$ cat config.mk
export PLATFORM = sky130hd
export DESIGN_NAME = multi_cycle_ctrl
export DESIGN_NICKNAME = d
export VERILOG_FILES = /design/src/rtl/multi_cycle_ctrl.sv
export SDC_FILE = /design/constraint.sdc
export NUM_CORES = 1
export LEC_CHECK = 0
export BUFFER_PORTS_ARGS = -buffer_cell sky130_fd_sc_hd__buf_2
export CORE_MARGIN = 1
export CORE_UTILIZATION = 40
export DETAILED_ROUTE_END_ITERATION = 16
export GPL_ROUTABILITY_DRIVEN = 0
export GPL_TIMING_DRIVEN = 0
export HOLD_SLACK_MARGIN = 0.06
export SKIP_CTS_REPAIR_TIMING = 1
export SYNTH_ARGS = -nofsm -noshare
export SYNTH_HDL_FRONTEND = slang
export SYNTH_SLANG_ARGS = --single-unit
$ cat constraint.sdc
create_clock -name clk -period 1.85 [get_ports clk]
set_input_delay 0.2775 -clock clk [delete_from_list [all_inputs] [get_ports clk]]
set_output_delay 0.2775 -clock clk [all_outputs]
set_load 0.01 [all_outputs]
$ cat src/rtl/multi_cycle_ctrl.sv
// Multi-cycle MIPS control FSM: sequences fetch/decode/execute/memory/writeback,
// drives every datapath strobe from the current state (plus decoded fields),
// stalls on the single-port memory handshake and counts retired instructions.
//
// state    | code | meaning
// ---------+------+-----------------------------------------------
// INIT     |  15  | reset hold, all strobes low
// FETCH    |   0  | read instruction at PC, PC+4 on ready
// DECODE   |   1  | register read, branch target precompute
// MEM_ADDR |   2  | effective address for lw/sw
// MEM_RD   |   3  | load data read, waits on mem_ready
// WB_MEM   |   4  | load writeback to rt
// MEM_WR   |   5  | store, waits on mem_ready
// EXEC_R   |   6  | R-type ALU operation
// WB_R     |   7  | R-type writeback to rd
// BRANCH   |   8  | beq compare, PC <- target if zero
// JUMP     |   9  | PC <- jump target
// EXEC_I   |  10  | addi ALU operation
// WB_I     |  11  | addi writeback to rt
module multi_cycle_ctrl #(
    parameter int MEM_WAIT_MAX = 255,
    parameter int CNT_W        = 32
) (
    input  logic             clk,
    input  logic             rst,
    input  logic [5:0]       opcode,
    input  logic [5:0]       funct,
    input  logic             zero,
    input  logic             mem_ready,
    output logic             IorD,
    output logic             MemRead,
    output logic             MemWrite,
    output logic             IRWrite,
    output logic             PCWrite,
    output logic             Branch,
    output logic [1:0]       PCSource,
    output logic [2:0]       ALU_Control,
    output logic             ALUSrcA,
    output logic [1:0]       ALUSrcB,
    output logic             RegWrite,
    output logic             RegDst,
    output logic             MemtoReg,
    output logic             illegal_op,
    output logic             mem_timeout,
    output logic [3:0]       state_out,
    output logic [CNT_W-1:0] instr_count
);

    localparam logic [3:0] S_INIT     = 4'd15;
    localparam logic [3:0] S_FETCH    = 4'd0;
    localparam logic [3:0] S_DECODE   = 4'd1;
    localparam logic [3:0] S_MEM_ADDR = 4'd2;
    localparam logic [3:0] S_MEM_RD   = 4'd3;
    localparam logic [3:0] S_WB_MEM   = 4'd4;
    localparam logic [3:0] S_MEM_WR   = 4'd5;
    localparam logic [3:0] S_EXEC_R   = 4'd6;
    localparam logic [3:0] S_WB_R     = 4'd7;
    localparam logic [3:0] S_BRANCH   = 4'd8;
    localparam logic [3:0] S_JUMP     = 4'd9;
    localparam logic [3:0] S_EXEC_I   = 4'd10;
    localparam logic [3:0] S_WB_I     = 4'd11;

    localparam logic [5:0] OP_RTYPE = 6'b000000;
    localparam logic [5:0] OP_LW    = 6'b100011;
    localparam logic [5:0] OP_SW    = 6'b101011;
    localparam logic [5:0] OP_BEQ   = 6'b000100;
    localparam logic [5:0] OP_J     = 6'b000010;
    localparam logic [5:0] OP_ADDI  = 6'b001000;

    localparam int WAIT_W = (MEM_WAIT_MAX < 1) ? 1 : $clog2(MEM_WAIT_MAX + 1);
    localparam logic [WAIT_W-1:0] WAIT_LIMIT = WAIT_W'(MEM_WAIT_MAX);

    logic [3:0]        state;
    logic [3:0]        state_next;
    logic [WAIT_W-1:0] wait_cnt;
    logic              in_wait;
    logic              timeout_hit;
    logic              retire;
    logic [2:0]        alu_r;
    logic              funct_ok;

    // The zero flag gates PC loading inside the datapath; the controller only issues Branch.
    logic unused_zero;
    assign unused_zero = zero;

    assign in_wait     = (state == S_FETCH) || (state == S_MEM_RD) || (state == S_MEM_WR);
    assign timeout_hit = in_wait && (wait_cnt == WAIT_LIMIT);
    assign state_out   = state;

    // R-type funct decode to ALU operation
    always_comb begin
        alu_r    = 3'b000;
        funct_ok = 1'b1;
        case (funct)
            6'b100000: alu_r = 3'b010;
            6'b100010: alu_r = 3'b110;
            6'b100100: alu_r = 3'b000;
            6'b100101: alu_r = 3'b001;
            6'b101010: alu_r = 3'b111;
            default:   funct_ok = 1'b0;
        endcase
    end

    // Next state and strobes; a timeout overrides the state's strobes for its cycle
    always_comb begin
        state_next  = state;
        IorD        = 1'b0;
        MemRead     = 1'b0;
        MemWrite    = 1'b0;
        IRWrite     = 1'b0;
        PCWrite     = 1'b0;
        Branch      = 1'b0;
        PCSource    = 2'b00;
        ALU_Control = 3'b000;
        ALUSrcA     = 1'b0;
        ALUSrcB     = 2'b00;
        RegWrite    = 1'b0;
        RegDst      = 1'b0;
        MemtoReg    = 1'b0;
        illegal_op  = 1'b0;
        mem_timeout = 1'b0;
        if (timeout_hit) begin
            mem_timeout = 1'b1;
            state_next  = S_FETCH;
        end else begin
            case (state)
                S_INIT: state_next = S_FETCH;
                S_FETCH: begin
                    MemRead     = 1'b1;
                    ALUSrcB     = 2'b01;
                    ALU_Control = 3'b010;
                    if (mem_ready) begin
                        IRWrite    = 1'b1;
                        PCWrite    = 1'b1;
                        state_next = S_DECODE;
                    end
                end
                S_DECODE: begin
                    ALUSrcB     = 2'b11;
                    ALU_Control = 3'b010;
                    case (opcode)
                        OP_RTYPE:      state_next = S_EXEC_R;
                        OP_LW, OP_SW:  state_next = S_MEM_ADDR;
                        OP_BEQ:        state_next = S_BRANCH;
                        OP_J:          state_next = S_JUMP;
                        OP_ADDI:       state_next = S_EXEC_I;
                        default: begin
                            illegal_op = 1'b1;
                            state_next = S_FETCH;
                        end
                    endcase
                end
                S_EXEC_R: begin
                    ALUSrcA = 1'b1;
                    if (funct_ok) begin
                        ALU_Control = alu_r;
                        state_next  = S_WB_R;
                    end else begin
                        illegal_op = 1'b1;
                        state_next = S_FETCH;
                    end
                end
                S_WB_R: begin
                    RegWrite   = 1'b1;
                    RegDst     = 1'b1;
                    state_next = S_FETCH;
                end
                S_MEM_ADDR: begin
                    ALUSrcA     = 1'b1;
                    ALUSrcB     = 2'b10;
                    ALU_Control = 3'b010;
                    state_next  = (opcode == OP_LW) ? S_MEM_RD : S_MEM_WR;
                end
                S_MEM_RD: begin
                    MemRead = 1'b1;
                    IorD    = 1'b1;
                    if (mem_ready) state_next = S_WB_MEM;
                end
                S_WB_MEM: begin
                    RegWrite   = 1'b1;
                    MemtoReg   = 1'b1;
                    state_next = S_FETCH;
                end
                S_MEM_WR: begin
                    MemWrite = 1'b1;
                    IorD     = 1'b1;
                    if (mem_ready) state_next = S_FETCH;
                end
                S_BRANCH: begin
                    ALUSrcA     = 1'b1;
                    ALU_Control = 3'b110;
                    Branch      = 1'b1;
                    PCSource    = 2'b01;
                    state_next  = S_FETCH;
                end
                S_JUMP: begin
                    PCWrite    = 1'b1;
                    PCSource   = 2'b10;
                    state_next = S_FETCH;
                end
                S_EXEC_I: begin
                    ALUSrcA     = 1'b1;
                    ALUSrcB     = 2'b10;
                    ALU_Control = 3'b010;
                    state_next  = S_WB_I;
                end
                S_WB_I: begin
                    RegWrite   = 1'b1;
                    state_next = S_FETCH;
                end
                default: state_next = S_FETCH;
            endcase
        end
    end

    // An instruction retires when it leaves its final state; a store only once the write completes
    always_comb begin
        case (state)
            S_WB_R, S_WB_MEM, S_WB_I, S_BRANCH, S_JUMP: retire = 1'b1;
            S_MEM_WR: retire = mem_ready && !timeout_hit;
            default:  retire = 1'b0;
        endcase
    end

    // State register
    always_ff @(posedge clk or negedge rst) begin
        if (!rst) state <= S_INIT;
        else      state <= state_next;
    end

    // Handshake wait counter; also cleared on timeout so a stalled FETCH restarts its window
    always_ff @(posedge clk or negedge rst) begin
        if (!rst) begin
            wait_cnt <= '0;
        end else if ((state_next != state) || timeout_hit) begin
            wait_cnt <= '0;
        end else if (in_wait && !mem_ready) begin
            wait_cnt <= wait_cnt + WAIT_W'(1);
        end
    end

    // Retired-instruction counter, wraps naturally at full scale
    always_ff @(posedge clk or negedge rst) begin
        if (!rst)        instr_count <= '0;
        else if (retire) instr_count <= instr_count + CNT_W'(1);
    end

endmodule

## After elaboration in Yosys (flattened, before gate mapping)

Index checks and enable logic that the tools add are counted.

| word-level totals | value |
|---|---|
| register bits | 44 |
| input bits | 16 |
| output and inout bits | 55 |
| logic and storage cells | 95 |

| cells by class | value |
|---|---|
| $add $sub $neg | 2 |
| equality and inequality tests | 23 |
| multiplexer cells | 46 |
| reductions and logical operators | 21 |

Operator list:

| kind | count |
|---|---|
| 6-bit == test, second input constant | 7 |
| 32-bit by 1-bit adder with 32-bit output, second input constant | 1 |
| 4-bit case mux with 7 select lines | 1 |
| 1-bit 2-to-1 mux | 25 |
| 4-bit case mux with 5 select lines | 1 |
| 4-bit by 3-bit == test with 1-bit output, second input constant | 4 |
| 4-bit == test, second input constant | 4 |
| 4-bit 2-to-1 mux | 4 |
| 8-bit 2-to-1 mux | 2 |
| 3-bit 2-to-1 mux | 4 |
| 3-bit case mux with 4 select lines | 1 |
| 5-bit OR reduction | 2 |
| 3-bit case mux with 3 select lines | 1 |
| 8-bit by 1-bit adder with 8-bit output, second input constant | 1 |
| 4-bit by 2-bit == test with 1-bit output, second input constant | 2 |
| 8-bit == test, second input constant | 1 |
| 2-bit OR reduction | 4 |
| 4-bit OR reduction | 2 |
| 6-bit by 2-bit == test with 1-bit output, second input constant | 1 |
| 6-bit by 3-bit == test with 1-bit output, second input constant | 1 |
| 6-bit by 4-bit == test with 1-bit output, second input constant | 1 |
| 6-bit logical NOT | 1 |
| 1-bit case mux with 2 select lines | 3 |
| 2-bit case mux with 3 select lines | 1 |
| other kinds (11) | 17 |

## Longest topological paths before layout

| logic depth | value |
|---|---|
| depth in word-level cells | 9 |
| depth in mapped cells | 7 |
| gate-level depth less buffers | 6 |

## Worst setup path after synthesis

No wires, ideal clock.

| timing path | value |
|---|---|
| path kind | flip-flop to output port |
| start | register state[0] (netlist: state_out[0]) |
| end | output ALUSrcB[0] |
| arrival time | 1.670 ns |
| data required time | 1.572 ns |
| setup slack | -0.097 ns |
| stages on the path, launching flop included | 7 |
| buffers on the path | 2 |
| cells stage by stage | dfstp_2 -> buf_4 -> clkbuf_1 -> nor3_1 -> a21oi_1 -> nor2b_1 -> nor4_1 |

| between the ends | value |
|---|---|
| longest elaborated chain between the ends | 5 |

RTL lines:

| element | RTL line | text |
|---|---|---|
| from (decl) | 73 | `logic [3:0] state;` |
| from (signal assigned) | 228 | `else state <= state_next;` |
| parallel branches: the longest is 4 deep, another holds 4-bit == test | - |  |
| 2-bit 2-to-1 mux * | 122 | `if (timeout_hit) begin` |
| to (decl) | 39 | `output logic [1:0] ALUSrcB,` |

Mark *: on every way between the ends.

## Worst setup path in the final report

| timing path | value |
|---|---|
| start | register state[1] (netlist: state_out[1]) |
| end | output ALU_Control[1] |

| between the ends | value |
|---|---|
| longest elaborated chain between the ends | 5 |

RTL lines:

| element | RTL line | text |
|---|---|---|
| parallel branches: the longest is 4 deep, another holds 4-bit by 1-bit == test with 1-bit output | - |  |
| 3-bit 2-to-1 mux * | 122 |  |
| to (decl) | 37 | `output logic [2:0] ALU_Control,` |

Marked as above.

==> reports/summary.txt <==
Cell Pwr Density -> 640.4 nW/um^2
Worst EP required -> 1.57 ns
Slew Viols, Final -> 0
Setup crit end kind -> primary output
Maximum vdd ir drop -> 0.4074 mV
Yosys warns -> 0
Hold WS -> 0.1312 ns
Cell Chain, Critical Path -> buf_6, and2b_2, nand3_2, nand3b_1, a32oi_1, o21a_1, buf_2
Clk buf depth -> 2
Largest net degree at the start of global routing -> 45
Count leader, synth -> dfrtp_1
Asr flop ratio synth -> 100.0%
Antenna Violating Nets Remaining -> 0
Number of global-route vias before repair -> 2446
Vias post-DR -> 2896
Final setup fails -> 58
#FFs+latches synth -> 44
IO Pins -> 71
Die width -> 88.47 um
Met2 routed WL -> 4.148 mm
Crit path largest cell delay -> 0.59 ns
Kind of critical path -> reg -> out
Fmax -> 450.6 MHz
Slew @ Worst Pin -> 0.9844 ns
Number of vias per cell -> 5.537
Prevailing post-synth register cell -> dfrtp_1
Final WS setup -> -0.3694 ns
Hold WC Path Type -> in -> async
Initial core utilization -> 41.23%
Gr usage total -> 19.12%
Fin crit share -> 120.0%
First-pass GRT wire length -> 11.69 mm
# port buffers -> 69
Met1 WL -> 3.853 mm
Core area -> 7253 um^2
Startpoint types -> register
Row count -> 31
Wire length per cell -> 16.12 um
Failing checks -> setup timing
Post-synth cell types -> 61
FILL cells -> 606
RSZ-0062 raised after global routing -> true
Post-synthesis sequential area ratio -> 36.99%
Clock skew -> 0.007264 ns
Area delta synth->final -> 46.40%
Slowest stage cell, crit path -> dfstp_2
Pleak -> 1.898 nW
Clock tree root driver cell -> clkbuf_8
Synth top area share -> 33.47%
Status -> complete, but fails checks
Pwr Total -> 2.804 mW
Worst skew pair latency -> 0.30 ns
Avg Inst Size Synth -> 9.646 um^2
Normalized max-slew margin -> 34.37%
Initial antenna violation count -> 0
Total gr overflow -> 0
Worst-path maximum fanout -> 5
Top Metal Used -> met4
Nets@finish -> 441
Antenna cells -> 0
Setup TNS -> -10.70 ns
Num CTS Buffers -> 5
DRT Pass-1 Iters -> 4
Post-synth top cells -> 40 x dfrtp_1, 33 x xnor2_1, 20 x nand2_1
Max-Cap Viols -> 0
Clock Sinks -> 44
Mapped Cells -> 310
Synth Cell Area -> 2990 um^2
Mapped Nets -> 328
Post-route design area -> 4378 um^2
DR iter-0 viols -> 113
DIE AREA -> 7826 um^2
Clock slew at reported path FFs -> 0.09 ns
DR WL met3 -> 309 um
Final Hold Viols -> 0
Crit path time final -> 2.219 ns
Die Y -> 88.47 um
Final wirelength -> 8.430 mm
Dpl ws -> -0.3408 ns
CP arrival -> 1.94 ns
CTS tree -> done
# DRC -> 0
Max H-tree Level -> 2
Placed Instance Area -> 3487 um^2
Synth area leader -> dfrtp_1
Synth top area cells -> dfrtp_1 33%, xnor2_1 9.7%, nor4_2 4.6%, nand4_1 3.8%, dfstp_2 3.5%
EDFF count, synth -> 0
Post-DP HPWL -> 5.330 mm
Share of cells above drive strength 1 -> 49.06%
==> logic make-up (layout without fill, tap and decap cells) <==
group	count (synthesis)	in the layout	synth area share, %
fa+ha+maj	2	2	0.8367
flops	44	44	36.99
xor+xnor	35	35	10.25
mux	3	3	1.088
buf+inv	25	139	4.435
compound gates	47	47	13.85
simple gates	154	154	32.55
==> cell type report <==
type / instances / area (um^2) / share of cell area (%)
flip-flops and latches: 44 / 1107 / 25.29
well taps: 99 / 123.9 / 2.829
clock buffers: 5 / 68.82 / 1.572
plain buffers: 18 / 185.2 / 4.230
inverters: 6 / 22.52 / 0.5144
repair buffers: 107 / 747.0 / 17.06
clock inverters: 3 / 46.29 / 1.057
multi-input cells: 241 / 2077 / 47.44
==> layout by cell type (no fill, tap or decap), types with 11 or more instances in the layout <==
cell type / n
dfrtp_1: 39
nor4_2: 12
and3_1: 11
nor2_1: 11
nand4_1: 18
buf_6: 13
buf_2: 66
nand2_1: 15
buf_4: 28
xnor2_1: 31
==> worst max-delay path, delay by kind of cell, from the launching register on <==
family | cells | cell delay, ns
compound gates | 2 | 0.31
simple gates | 3 | 0.50
buf+inv | 2 | 0.24
flops | 1 | 0.59
==> metrics by stage <==
stage	utilization (%)	std cells
CTS	49.66	486
global route	60.36	523
global placement	48.08	478
finish	60.36	523
floorplan	-	310
detailed placement	48.08	478
==> routing by layer <==
metal	up-vias	track usage (%)
met3	12	3.451
met2	82	31.61
li1	1384	-
met4	0	5.572
met1	1418	25.66
met5	-	0
==> where the power goes <==
part / leakage, nW / internal [mW] / total (mW) / switching, mW
Combinational: 1.25 / 0.425 / 0.920 / 0.495
Sequential: 0.592 / 1.03 / 1.12 / 0.0864
Clock: 0.0548 / 0.407 / 0.768 / 0.361
Total: 1.90 / 1.86 / 2.80 / 0.942
==> final timing paths <==
kind | startpoint | cells past startpoint | to | slack [ns]
min in group clk | opcode[5] | 4 | state_out[3] | 0.39
hold reg to reg | instr_count[31] | 1 | instr_count[31] | 0.47
hold / removal | rst | 1 | instr_count[18] | 0.13
setup / recovery | state_out[1] | 7 | ALU_Control[1] | -0.37
setup reg to reg | state_out[1] | 11 | instr_count[17] | -0.26
max in group asynchronous | rst | 1 | wait_cnt[3] | 1.06
==> state kept, by name, summed over array words and instances (netlist names) <==
register,flops
instr_count,32
state_out,4
wait_cnt,8
Note: power is estimated with default switching activity, not from simulation.
